===== config.mk =====
export PLATFORM = sky130hd
export DESIGN_NAME = pipe_ctrl
export DESIGN_NICKNAME = d
export VERILOG_FILES = /design/src/rtl/pipe_ctrl.sv
export SDC_FILE = /design/constraint.sdc
export NUM_CORES = 1
export LEC_CHECK = 0
export ABC_CLOCK_PERIOD_IN_PS = 5400
export CAP_MARGIN = 5
export CORE_AREA = 2 2 42 54
export DETAILED_ROUTE_END_ITERATION = 12
export DIE_AREA = 0 0 44 56
export PLACE_DENSITY = 0.78
export RECOVER_POWER = 50
export SLEW_MARGIN = 25
export SYNTH_ARGS = -nofsm -noshare
export SYNTH_HDL_FRONTEND = slang
export SYNTH_SLANG_ARGS = --single-unit

===== constraint.sdc =====
create_clock -name clk -period 5.4 [get_ports clk]
set_clock_uncertainty 0.2 [all_clocks]
set_input_delay 1.08 -clock clk [delete_from_list [all_inputs] [get_ports clk]]
set_output_delay 1.08 -clock clk [all_outputs]
set_load 0.02 [all_outputs]

===== src/rtl/pipe_ctrl.sv =====
// pipe_ctrl: pipeline hazard controller (divide hold, MEM wait with timeout, load-use, branch flush)
module pipe_ctrl #(
    parameter int DIV_CYCLES  = 32,
    parameter int MEM_TIMEOUT = 16
) (
    input  logic       clk,
    input  logic       reset,
    input  logic       stallreq_id,
    input  logic       div_start,
    input  logic       mem_req,
    input  logic       mem_ack,
    input  logic       br_taken,
    output logic [4:0] stall,
    output logic       br_flush,
    output logic       div_busy,
    output logic       div_done,
    output logic       mem_err
);
    typedef enum logic [1:0] {IDLE, BUSY, DONE} state_t;

    state_t     state, state_next;
    logic [7:0] div_cnt, div_cnt_next, mem_cnt, mem_cnt_next;
    logic       mem_wait, timeout, mem_hold, div_hold, load_hold;

    // state, counters and registered divide status flags
    always_ff @(posedge clk) begin
        if (reset) begin
            state    <= IDLE;
            div_cnt  <= '0;
            mem_cnt  <= '0;
            div_busy <= 1'b0;
            div_done <= 1'b0;
        end else begin
            state    <= state_next;
            div_cnt  <= div_cnt_next;
            mem_cnt  <= mem_cnt_next;
            div_busy <= state_next == BUSY;
            div_done <= state_next == DONE;
        end
    end

    // divide sequencer: counter runs regardless of MEM stalls
    always_comb begin
        state_next   = state;
        div_cnt_next = div_cnt;
        case (state)
            IDLE: if (div_start) begin
                state_next   = BUSY;
                div_cnt_next = 8'(DIV_CYCLES - 2);
            end
            BUSY: if (div_cnt == 8'd0) state_next = DONE;
                  else div_cnt_next = div_cnt - 8'd1;
            DONE: state_next = IDLE;
            default: state_next = IDLE;
        endcase
    end

    // hazard priority and MEM wait timeout; reset forces all pulses and holds off
    always_comb begin
        mem_wait     = mem_req & ~mem_ack;
        timeout      = mem_wait && mem_cnt == 8'(MEM_TIMEOUT - 1);
        mem_cnt_next = (!mem_wait || timeout) ? 8'd0 :
                       (mem_cnt == 8'(MEM_TIMEOUT)) ? mem_cnt : mem_cnt + 8'd1;
        mem_hold     = mem_wait & ~timeout;
        div_hold     = (state == IDLE && div_start) || state == BUSY;
        load_hold    = stallreq_id & ~br_taken;
        stall        = reset     ? 5'b00000 :
                       mem_hold  ? 5'b01111 :
                       div_hold  ? 5'b00111 :
                       load_hold ? 5'b00011 : 5'b00000;
        br_flush     = ~reset & br_taken & ~stall[2];
        mem_err      = ~reset & timeout;
    end
endmodule


== Word-level counts from Yosys, hierarchy flattened ==
Index checks and enable logic that the tools add are counted.

* Flip-flop bits (word level): 20
* Input bits: 7
* Output and inout bits: 9
* Logic and storage cells: 45

* $add $sub $neg: 2
* Equality and inequality tests: 7
* Mux-type cells: 10
* Bitwise logic cells: 11
* Reductions and logical operators: 10

{| class="wikitable"
|+ Operators with widths
! kind !! count
|-
| two-way mux 8 bit || 2
|-
| one-hot mux 8 bit (2 select lines) || 1
|-
| adder 8 x 1 -> 8 bit, second input constant || 1
|-
| == test 8 x 4 -> 1 bit, second input constant || 1
|-
| == test 8 x 5 -> 1 bit, second input constant || 1
|-
| zero test 8 bit || 1
|-
| two-way mux 4 bit || 2
|-
| subtractor 8 x 1 -> 8 bit, second input constant || 1
|-
| bitwise AND 1 bit || 6
|-
| two-way mux 2 bit || 3
|-
| NOT 1 bit || 5
|-
| == test 2 x 1 -> 1 bit, second input constant || 2
|-
| != test 2 bit, second input constant || 2
|-
| one-hot mux 2 bit (2 select lines) || 1
|-
| two-way mux 3 bit || 1
|-
| AND reduction 3 bit || 1
|-
| == test 2 bit, second input constant || 1
|-
| logical AND 1 bit || 2
|-
| zero test 2 bit || 1
|-
| logical OR 1 bit || 2
|-
| nonzero test 2 bit || 1
|-
| OR reduction 2 bit || 1
|-
| zero test 1 bit || 1
|}

== Longest topological paths before layout ==
* Word-level depth: 9
* Gate-level depth with buffers: 7
* Mapped depth without buffers: 7

== Worst setup path after synthesis ==
No wires, ideal clock.

* Path kind: input -> output
* Start: input port div_start
* End: output port stall[1]
* Data arrival time: 1.878 ns
* Data required time: 4.120 ns
* Slack: 2.242 ns
* Cell stages on the path: 4
* Path buffers: 1
* Cell sequence: o21ba_2 > a31oi_1 > a21oi_1 > buf_4

* Word-level cells in the longest chain between the ends: 5

{| class="wikitable"
|+ Ends and longest elaborated chain
! what !! line !! RTL
|-
| start, declared || 9 || <nowiki>input logic div_start,</nowiki>
|-
| logical AND 1 bit || 65 || <nowiki>div_hold = (state == IDLE && div_start) || state == BUSY;</nowiki>
|-
| logical OR 1 bit || 65 ||
|-
| two-way mux 3 bit || 69 || <nowiki>div_hold ? 5'b00111 :</nowiki>
|-
| two-way mux 4 bit || 68 || <nowiki>mem_hold ? 5'b01111 :</nowiki>
|-
| two-way mux 4 bit || 67 || <nowiki>stall = reset ? 5'b00000 :</nowiki>
|-
| end, declared || 13 || <nowiki>output logic [4:0] stall,</nowiki>
|}

No other way between the ends.

== Worst setup path in the final report ==
* Start: input port reset
* End: output port stall[3]

* Word-level cells in the longest chain between the ends: 1

{| class="wikitable"
|+ Ends and longest elaborated chain
! what !! line !! RTL
|-
| start, declared || 7 || <nowiki>input logic reset,</nowiki>
|-
| two-way mux 4 bit || 67 ||
|}

No other way between the ends.

==> impl_metrics.json <==
{
  "status": "completed",
  "slew_violations": 0,
  "yosys_warns": 0,
  "synth_to_final_area_change_pct": 14.8,
  "route.antenna.remaining_nets": 0,
  "setup_violations": 0,
  "postRouteWirelength_mm": 1.93,
  "floorplan.die.width_microns": 44,
  "tritoncts": "done",
  "critical_path.max_stage_delay_ns": 0.68,
  "final_layout_size_suffix_gt1_share_pct": 6.30,
  "grt_first_pass_wirelength_mm": 3.48,
  "timing.setup.tns_ns": 0,
  "gr-max-usage-layer": "met2",
  "rows": 18,
  "detailed_router_iteration_count_before_antenna_repair": 4,
  "global_route.usage.met1_pct": 19.7,
  "synth-main-ff-cell": "sky130_fd_sc_hd__dfxtp_1",
  "cp.arrival_ns": 3.14,
  "routed_via_density": 5.60,
  "starting_density_pct": 54.2,
  "yosysTopAreaCell": "sky130_fd_sc_hd__dfxtp_1",
  "cp-end-kind": "primary output",
  "mostFrequentLayoutCells": "sky130_fd_sc_hd__dfxtp_1 (20), sky130_fd_sc_hd__nor2_1 (13), sky130_fd_sc_hd__clkdlybuf4s50_1 (10)",
  "max_cap_violations": 0,
  "finalCoreUtilization_pct": 62.2,
  "rsz0062_at_grt": "no",
  "synth.cell_area_sq_mm": 0.00105,
  "clk_pin_slew_ns": 0.11,
  "final_nets": 139,
  "worst_slew_pin_slew_ns": 0.482,
  "synth_enable_flop_cells": 0,
  "synth-simple-area-share_pct": 29.4,
  "yosys-mux-area-fraction_pct": 0.954,
  "cp_data_required_time_ns": 4.12,
  "maxSlewHeadroom_pct": 67.0,
  "layout.cells.most_common": "sky130_fd_sc_hd__dfxtp_1",
  "buffer_ports.inserted": 14,
  "finalHoldViolCount": 0,
  "post_cts_hold_buffer_count": 0,
  "clock_tree.buffer_depth": 2,
  "fraction_of_the_mapped_netlist_area_in_compound_gates_pct": 11.9,
  "cts-buffers-inserted": 3,
  "p_leak_nw": 0.463,
  "post-layout-total-power_uw": 413,
  "period_minus_slack_ns": 4.42,
  "post_cts_resized": 0,
  "die_area_sq_mm": 0.00246,
  "hold_path_class": "register to register",
  "post-route-cell-area_sq_mm": 0.00120,
  "grt_antenna_before_repair": 0,
  "synth-seq-area-share_pct": 38.1,
  "postSynth.asyncResetShare_pct": 0,
  "gr-usage-all-layers_pct": 17.8,
  "main_combinational_cell_family_by_area_after_synthesis": "simple AND/OR/NAND/NOR gates",
  "initialDrtViolationCount": 8,
  "placeableCoreArea_sq_mm": 0.00194,
  "vertical_extent_of_the_die_microns": 56,
  "globalplace.congestion": 0.910,
  "diodes_inserted": 0,
  "post-cts-setup-buffer-count": 0,
  "worstPathCellList": "dlygate4sd3_1 > or3b_1 > nand2b_1 > inv_2 > clkdlybuf4s50_1",
  "netlist_instances": 112,
  "synth_xor_xnor_area_share_pct": 10.0,
  "route.detailed.wl_per_inst_microns": 13.1,
  "cpMaxStageDelayCell": "sky130_fd_sc_hd__dlygate4sd3_1",
  "setup.worst_path.start_class": "input pin",
  "max_freq_mhz": 226,
  "cts_max_level": 1,
  "cts_num_sinks": 20,
  "finalCritPeriodShare_pct": 81.9,
  "dr_total_vias": 823,
  "drc_errors": 0,
  "fin_hold_ws_ns": 0.334,
  "met2_usage_pct": 31.7,
  "powerDensity_mw_per_mm2": 343,
  "boundaryPins": 16,
  "timing.critical_path.fanout_max": 13,
  "via_count_of_the_first_global_routing_pass": 808,
  "worstSkewPairLatency_ns": 0.29,
  "worst-setup-path-type": "input pin to primary output",
  "power.ir.vdd_worst_v": 0.000170,
  "yosysUniqueCellTypes": 39,
  "adder_cell_area_share_of_the_yosys_netlist_pct": 4.77,
  "yosys-top-cells-area": "sky130_fd_sc_hd__dfxtp_1 (38%), sky130_fd_sc_hd__xnor2_1 (7.5%), sky130_fd_sc_hd__ha_1 (4.8%)",
  "postSynthAreaPerCell_sq_um": 9.37,
  "grt_start_max_net_pins": 14,
  "detailedPlacementHpwl_mm": 1.55,
  "clock-root-buffer": "sky130_fd_sc_hd__clkbuf_4",
  "synth_fp_nets": 123,
  "post-synth-top-area-fraction_pct": 38.1,
  "grt-ovfl-total": 0,
  "synth.ff_latch_count": 20,
  "dpl-instance-area_sq_mm": 0.00119,
  "met3_capacity_usage_during_global_routing_pct": 3.25
}
## critical path: cells and delay by family
family                 cells  cell delay [ns]
buffers and inverters      3             1.36
AND/OR/NAND/NOR            2             0.69
## logic make-up after synthesis
logic type / count (synthesis)
AOI/OAI and AO/OA: 16
xor gates and xnor gates: 12
adders and majority gates: 4
buffers and inverters: 10
DFF: 20
muxes: 1
other: 1
and+or+nand+nor: 48
## cells in the mapped netlist (2+ instances only)
cell                        n
sky130_fd_sc_hd__a21oi_1    5
sky130_fd_sc_hd__nand2_1    6
sky130_fd_sc_hd__or3b_1     2
sky130_fd_sc_hd__dfxtp_1   20
sky130_fd_sc_hd__xnor2_1    9
sky130_fd_sc_hd__inv_1      6
sky130_fd_sc_hd__xor2_1     3
sky130_fd_sc_hd__ha_1       4
sky130_fd_sc_hd__nor3_1     4
sky130_fd_sc_hd__nand3_1    3
sky130_fd_sc_hd__nor3b_2    2
sky130_fd_sc_hd__a211oi_1   2
sky130_fd_sc_hd__nand2b_1   3
sky130_fd_sc_hd__a211o_1    2
sky130_fd_sc_hd__nor2_1    13
sky130_fd_sc_hd__buf_4      2
sky130_fd_sc_hd__nor2b_1    2
sky130_fd_sc_hd__nand4_1    3
## report_power, final
part | switching, mW | internal [mW] | total [mW] | leakage, nW
clock | 0.0449 | 0.0410 | 0.0859 | 0.0210
combinational | 0.0689 | 0.0708 | 0.140 | 0.279
sequential | 0.0217 | 0.166 | 0.188 | 0.164
## metal layers
layer  part of all wire (%)  wire length, microns
met1                     42                   809
met2                     55                  1070
met3                    1.0                    20
met4                    1.6                    31
met5                      0                     0
## worst paths after layout
path	startpoint	end	slack, ns	depth (start not counted)
setup / recovery	reset	stall[3]	0.98	5
hold / removal	div_cnt[5]	div_cnt[5]	0.33	2
setup reg to reg	div_cnt[0]	div_cnt[1]	3.52	6
hold reg to reg	div_cnt[5]	div_cnt[5]	0.33	2
## flip-flops by register name (all words and copies together) (netlist names)
| name | flops |
|---|---|
| mem_cnt | 8 |
| div_busy | 1 |
| div_cnt | 8 |
| state | 2 |
| div_done | 1 |
## per-stage QoR
| stage | cells | setup WS (ns) |
|---|---|---|
| after detailed placement | 143 | 1.01 |
| final | 147 | 0.979 |
| after global routing | 147 | 0.868 |
| after global placement | 143 | 1.03 |
| after CTS | 147 | 1.01 |
| after floorplan | 112 | 2.24 |
## layout make-up
| type | instances | area [sq um] |
|---|---|---|
| repair buffers | 14 | 140 |
| multi-input cells | 82 | 577 |
| clock buffers | 4 | 36.3 |
| flip-flops and latches | 20 | 400 |
| fillers | 186 | 732 |
| inverters | 7 | 26.3 |
| well taps | 20 | 25.0 |
(Power assumes the default switching activity.)
